<file path="src/rtl/buffer_arb_pkg.sv">
// Shared types and helpers for the buffer round-robin arbiter and its picker.
// Latency: none (definitions only).
// Backpressure: n/a.
//
// Contents: state_t (arbiter FSM states), DATA_W_DEF / N_REQ_MAX
// (parameter defaults and limits), onehot() index-to-one-hot helper.
package buffer_arb_pkg;

    typedef enum logic {
        ST_IDLE   = 1'b0,
        ST_LOCKED = 1'b1
    } state_t;

    localparam int DATA_W_DEF = 16;
    localparam int N_REQ_MAX  = 8;

    // Callers slice the low N_REQ bits of the result.
    function automatic logic [N_REQ_MAX-1:0] onehot(input int unsigned idx);
        logic [N_REQ_MAX-1:0] one;
        one = {{(N_REQ_MAX-1){1'b0}}, 1'b1};
        return one << idx;
    endfunction

endpackage

</file>
<file path="src/rtl/rr_pick.sv">
// Combinational round-robin picker: first set req bit searching from ptr+1 upward, wrapping.
// Latency: purely combinational, zero cycles.
// Backpressure: none; the caller decides when to register the pick.
//
// Ports:
//   req      in   N_REQ  request vector
//   ptr      in   PTR_W  index of the last winner (search starts one above it)
//   pick_idx out  PTR_W  index of the chosen requester (0 when pick_vld=0)
//   pick_vld out  1      at least one request was set
module rr_pick #(
    parameter int N_REQ = 4,
    parameter int PTR_W = (N_REQ > 1) ? $clog2(N_REQ) : 1
) (
    input  logic [N_REQ-1:0] req,
    input  logic [PTR_W-1:0] ptr,
    output logic [PTR_W-1:0] pick_idx,
    output logic             pick_vld
);

    // Offsets 1..N_REQ visit every requester once, the previous winner last.
    always_comb begin
        pick_vld = 1'b0;
        pick_idx = '0;
        for (int k = 1; k <= N_REQ; k++) begin
            if (!pick_vld && req[(int'(ptr) + k) % N_REQ]) begin
                pick_vld = 1'b1;
                pick_idx = PTR_W'((int'(ptr) + k) % N_REQ);
            end
        end
    end

endmodule

</file>
<file path="src/rtl/buffer_rr_arbiter.sv">
// Round-robin, packet-locked arbiter feeding one registered valid/ready output word.
// Latency: request in IDLE -> grant at edge 1 -> first word on out_* at edge 2; one idle cycle between packets.
// Backpressure: only the granted requester sees in_ready = !out_valid || out_ready; all others see 0.
//
// Ports:
//   clk, rst_n         clock, asynchronous active-low reset
//   in_data/valid/last per-requester word (requester i at [i*DATA_W +: DATA_W]), valid, end-of-packet
//   in_ready           per-requester ready, one-hot or zero
//   out_data/valid/last/ready  registered output stage
//   grant              registered one-hot grant, zero while idle
//   busy               high while a packet holds the stage
//   grant_cnt          (only with BUFFER_ARB_GRANT_CNT_EN) saturating 16-bit grant count per requester
module buffer_rr_arbiter
    import buffer_arb_pkg::*;
#(
    parameter int N_REQ  = 4,
    parameter int DATA_W = DATA_W_DEF
) (
    input  logic                    clk,
    input  logic                    rst_n,
    input  logic [N_REQ*DATA_W-1:0] in_data,
    input  logic [N_REQ-1:0]        in_valid,
    input  logic [N_REQ-1:0]        in_last,
    output logic [N_REQ-1:0]        in_ready,
    output logic [DATA_W-1:0]       out_data,
    output logic                    out_valid,
    output logic                    out_last,
    input  logic                    out_ready,
    output logic [N_REQ-1:0]        grant,
    output logic                    busy
`ifdef BUFFER_ARB_GRANT_CNT_EN
    ,
    output logic [N_REQ*16-1:0]     grant_cnt
`endif
);

    localparam int PTR_W = (N_REQ > 1) ? $clog2(N_REQ) : 1;

    state_t               state;
    state_t               state_nxt;
    logic [PTR_W-1:0]     ptr;
    logic [PTR_W-1:0]     gidx;
    logic [PTR_W-1:0]     pick_idx;
    logic                 pick_vld;
    logic                 accept;
    logic                 xfer;
    logic                 xfer_last;
    logic                 arb_win;
    logic [N_REQ_MAX-1:0] pick_oh;
    logic [N_REQ_MAX-1:0] gidx_oh;

    rr_pick #(
        .N_REQ (N_REQ),
        .PTR_W (PTR_W)
    ) u_pick (
        .req      (in_valid),
        .ptr      (ptr),
        .pick_idx (pick_idx),
        .pick_vld (pick_vld)
    );

    // Stage can take a word when empty or when its word leaves this cycle.
    assign accept    = !out_valid || out_ready;
    assign xfer      = (state == ST_LOCKED) && in_valid[gidx] && accept;
    assign xfer_last = xfer && in_last[gidx];
    assign arb_win   = (state == ST_IDLE) && pick_vld;
    assign pick_oh   = onehot(32'(pick_idx));
    assign gidx_oh   = onehot(32'(gidx));

    // State register
    always_ff @(posedge clk or negedge rst_n) begin
        if (!rst_n) begin
            state <= ST_IDLE;
        end else begin
            state <= state_nxt;
        end
    end

    // Next-state logic
    always_comb begin
        state_nxt = state;
        case (state)
            ST_IDLE:   if (pick_vld)  state_nxt = ST_LOCKED;
            ST_LOCKED: if (xfer_last) state_nxt = ST_IDLE;
            default:                  state_nxt = ST_IDLE;
        endcase
    end

    // Output logic
    always_comb begin
        in_ready = '0;
        busy     = (state == ST_LOCKED);
        if (state == ST_LOCKED && accept) begin
            in_ready = gidx_oh[N_REQ-1:0];
        end
    end

    // Grant bookkeeping; ptr only moves when a packet completes, so the
    // requester that just finished is searched last next time.
    always_ff @(posedge clk or negedge rst_n) begin
        if (!rst_n) begin
            grant <= '0;
            gidx  <= '0;
            ptr   <= PTR_W'(N_REQ - 1);
        end else if (arb_win) begin
            grant <= pick_oh[N_REQ-1:0];
            gidx  <= pick_idx;
        end else if (xfer_last) begin
            grant <= '0;
            ptr   <= gidx;
        end
    end

    // Output word; a load in the same cycle as a drain keeps out_valid high.
    always_ff @(posedge clk or negedge rst_n) begin
        if (!rst_n) begin
            out_data  <= '0;
            out_last  <= 1'b0;
            out_valid <= 1'b0;
        end else if (xfer) begin
            out_data  <= in_data[gidx*DATA_W +: DATA_W];
            out_last  <= in_last[gidx];
            out_valid <= 1'b1;
        end else if (out_valid && out_ready) begin
            out_valid <= 1'b0;
        end
    end

`ifdef BUFFER_ARB_GRANT_CNT_EN
    logic [15:0] cnt [N_REQ];

    always_ff @(posedge clk or negedge rst_n) begin
        if (!rst_n) begin
            for (int i = 0; i < N_REQ; i++) begin
                cnt[i] <= '0;
            end
        end else if (arb_win && cnt[pick_idx] != 16'hFFFF) begin
            cnt[pick_idx] <= cnt[pick_idx] + 16'd1;
        end
    end

    for (genvar gi = 0; gi < N_REQ; gi++) begin : g_cnt
        assign grant_cnt[gi*16 +: 16] = cnt[gi];
    end
`endif

endmodule

</file>
<file path="config.mk">
export PLATFORM = sky130hd
export DESIGN_NAME = buffer_rr_arbiter
export DESIGN_NICKNAME = d
export VERILOG_FILES = /design/src/rtl/buffer_arb_pkg.sv /design/src/rtl/rr_pick.sv /design/src/rtl/buffer_rr_arbiter.sv
export SDC_FILE = /design/constraint.sdc
export NUM_CORES = 1
export LEC_CHECK = 0
export ABC_AREA = 1
export BUFFER_PORTS_ARGS = -buffer_cell sky130_fd_sc_hd__buf_2
export CAP_MARGIN = 15
export CORE_ASPECT_RATIO = 0.75
export CORE_MARGIN = 3
export CORE_UTILIZATION = 35
export CTS_BUF_LIST = sky130_fd_sc_hd__clkbuf_8
export CTS_CLUSTER_DIAMETER = 30
export DETAILED_ROUTE_END_ITERATION = 16
export PLACE_DENSITY = 0.74
export SLEW_MARGIN = 25
export SYNTH_ARGS = -nofsm -noshare
export SYNTH_HDL_FRONTEND = slang
export SYNTH_SLANG_ARGS = --single-unit
</file>
<file path="constraint.sdc">
create_clock -name clk -period 1.4 [get_ports clk]
set_input_delay 0.14 -clock clk [delete_from_list [all_inputs] [get_ports clk]]
set_output_delay 0.14 -clock clk [all_outputs]
set_load 0.1 [all_outputs]
</file>
==> flow_metrics.env <==
export IMPL_num_vias=2462
export IMPL_yosysSeqAreaShare_pct=35.3
export IMPL_port_buffers=101
export IMPL_antenna_found_initial=0
export IMPL_routabilityCongestion=0.846
export IMPL_clk_pin_slew_ns=0.09
export IMPL_place_area_um2=2740
export IMPL_cts_sinks=27
export IMPL_viasPerCell=5.09
export IMPL_holdCritPathClass="in2reg"
export IMPL_multi_input_area_um2=1420
export IMPL_route_detailed_drc=0
export IMPL_yosysTopAreaCellShare_pct=32.6
export IMPL_r2r_start="ptr[0]"
export IMPL_clock_skew_ns=0.00590
export IMPL_cap_violations=0
export IMPL_final_common_cell="buf_2"
export IMPL_cts_root_buf="clkbuf_8"
export IMPL_r2r_end="grant[0]"
export IMPL_start_kind="register"
export IMPL_area_growth_pct=72.8
export IMPL_worstSetupPathType="reg2reg"
export IMPL_initial_core_util_pct=37.7
export IMPL_core_area_um2=5090
export IMPL_syn_area_um2=1920
export IMPL_track_usage_pct=20.6
export IMPL_num_io_pins=102
export IMPL_clk_path_buf_depth=2
export IMPL_grt_max_degree=28
export IMPL_yosys_area_top_type="dfrtp_1"
export IMPL_dpl_cell_count=458
export IMPL_dp_hpwl_um=4600
export IMPL_die_h_um=70.1
export IMPL_layout_common_cells="buf_2 (95), nand2_1 (63), nand3_1 (54)"
export IMPL_crit_fanout=7
export IMPL_outcome="finished, violations left"
export IMPL_max_slew_margin_pct=58.9
export IMPL_htreeDepth=1
export IMPL_arrival_ns=1.82
export IMPL_synth_distinct_cells=24
export IMPL_cts_made_buffers=3
export IMPL_fin_ws_ns=-0.254
export IMPL_rows=22
export IMPL_dieArea_um2=6420
export IMPL_crit_end="grant[0]"
export IMPL_worstPathRequired_ns=1.56
export IMPL_dr_pass1_iters=4
export IMPL_die_w_um=91.5
export IMPL_clk_insertion_delay_late_ns=0.27
export IMPL_drt_iter0_drc=77
export IMPL_avgRoutedWirePerCell_um=15.1
export IMPL_stdcell_area_um2=3320
export IMPL_syn_inst=280
export IMPL_r2r_slack_ns=-0.25
export IMPL_slew_viol_final=0
export IMPL_yosys_top_cells_area="dfrtp_1 (33%), nand2_1 (20%), nand3_1 (16%)"
export IMPL_diodes=0
export IMPL_cp_end_kind="register"
export IMPL_final_nets=488
export IMPL_rsz0062_at_grt="true"
export IMPL_finalHoldViolCount=0
export IMPL_ys_seq_elements=27
export IMPL_cts_tree="yes"
export IMPL_routed_wl_um=7320
export IMPL_worstSetupStartpoint="ptr[0]"
export IMPL_fillers=455
export IMPL_rr_worst_depth=10
export IMPL_final_layout_size_suffix_gt1_share_pct=58.5
export IMPL_synth_area_per_cell_um2=6.85
export IMPL_overflow=0
export IMPL_clock_fmax_ghz=0.605
export IMPL_fin_crit_ns=1.65
export IMPL_regArea_um2=686
export IMPL_first_global_vias=2260
export IMPL_violations="negative setup slack"
export IMPL_synth_warning_count=0
export IMPL_setup_viol=31
export IMPL_tightest_slew_ns=0.617
export IMPL_fin_cells=484
export IMPL_ant_nets=0
export IMPL_fin_crit_sh_pct=118
export IMPL_syn_num_nets=355
export IMPL_grt_pass1_wl_um=10900
[sequential cells by signal, summed over array words and instances (netlist names)]
signal / flops
out_valid: 1
out_last: 1
busy: 1
ptr: 2
gidx: 2
out_data: 16
grant: 4
[worst min-delay path by stage]
stage / startpoint / end / slack [ns] / depth (start not counted)
6_report: out_ready / out_valid / 0.16 / 4
5_1_grt: out_ready / out_valid / 0.17 / 4
4_1_cts: out_ready / out_valid / 0.14 / 4
3_5_place_dp: rst_n / out_data[14] / 0.19 / 1
3_3_place_gp: rst_n / out_data[13] / 0.18 / 1
2_1_floorplan: rst_n / gidx[0] / -0.16 / 0
[cells in the mapped netlist]
cell type and n:
nand2_2 11, nor2_2 1, dfstp_2 2, a21oi_1 2
buf_4 1, nand2_4 2, inv_2 3, nor2_8 2
clkbuf_1 9, dfrtp_1 25, inv_4 3, o22ai_1 2
nand2_1 103, o22ai_2 2, nor2_1 8, inv_1 13
inv_6 1, a21boi_1 1, o21ai_1 4, nand3_2 1
nand3_1 62, nand4_1 17, nor2_4 1, buf_6 4
[metal layers]
layer / up-vias / wire length, um / track usage [%]
li1: 1192 / - / -
met1: 1170 / 3080 / 28.3
met2: 92 / 3670 / 35.2
met3: 8 / 496 / 3.77
met4: 0 / 83 / 1.00
met5: - / 0 / 0
[through the flow]
step	TNS [ns]	worst slack [ns]	hold slack, ns	util, %
after floorplan	-2.14	-0.160	-0.156	-
after global placement	-1.11	-0.178	0.183	53.9
after detailed placement	-2.17	-0.282	0.186	53.9
after CTS	-3.32	-0.193	0.141	60.5
after global routing	-6.05	-0.335	0.169	65.1
final	-4.11	-0.254	0.158	65.1
[final cells by class]
class                   instances  share of cell area, %
repair buffers                138                   28.3
inverters                      20                   3.32
well taps                      72                   2.72
multi-input cells             221                   42.9
clock buffers                   3                   1.25
clock inverters                 1                  0.113
flip-flops and latches         27                   20.7
repair inverters                2                  0.679
[cells by family after synthesis]
| logic type | count (synthesis) | share of synthesized area [%] |
|---|---|---|
| DFF | 27 | 35.3 |
| AOI/OAI and AO/OA | 11 | 3.91 |
| buffers and inverters | 34 | 9.06 |
| and+or+nand+nor | 208 | 51.7 |
[critical path, cell delays in order, from the launching register on]
cell	delay, ns
dfstp_2	0.60
buf_12	0.16
nand2_4	0.07
nand3_2	0.10
nand2_2	0.08
nor2_4	0.15
nand3_4	0.12
nand2_4	0.12
inv_4	0.05
nand3_2	0.06
nand2_1	0.05
[timing repair]
| action | 4_1_cts | 5_1_grt |
|---|---|---|
| gates cloned | 4 | 0 |
| endpoints found under the setup margin | 30 | 32 |
| hold endpoints to repair | 25 | 0 |
| pin swaps | 21 | 24 |
| gates resized for setup | 34 | 64 |
| hold buffers | 1 | 0 |
| setup buffers | 14 | 4 |
Power is not shown: default switching activity piles up to over one toggle a cycle in this logic, so the estimate is an artifact.
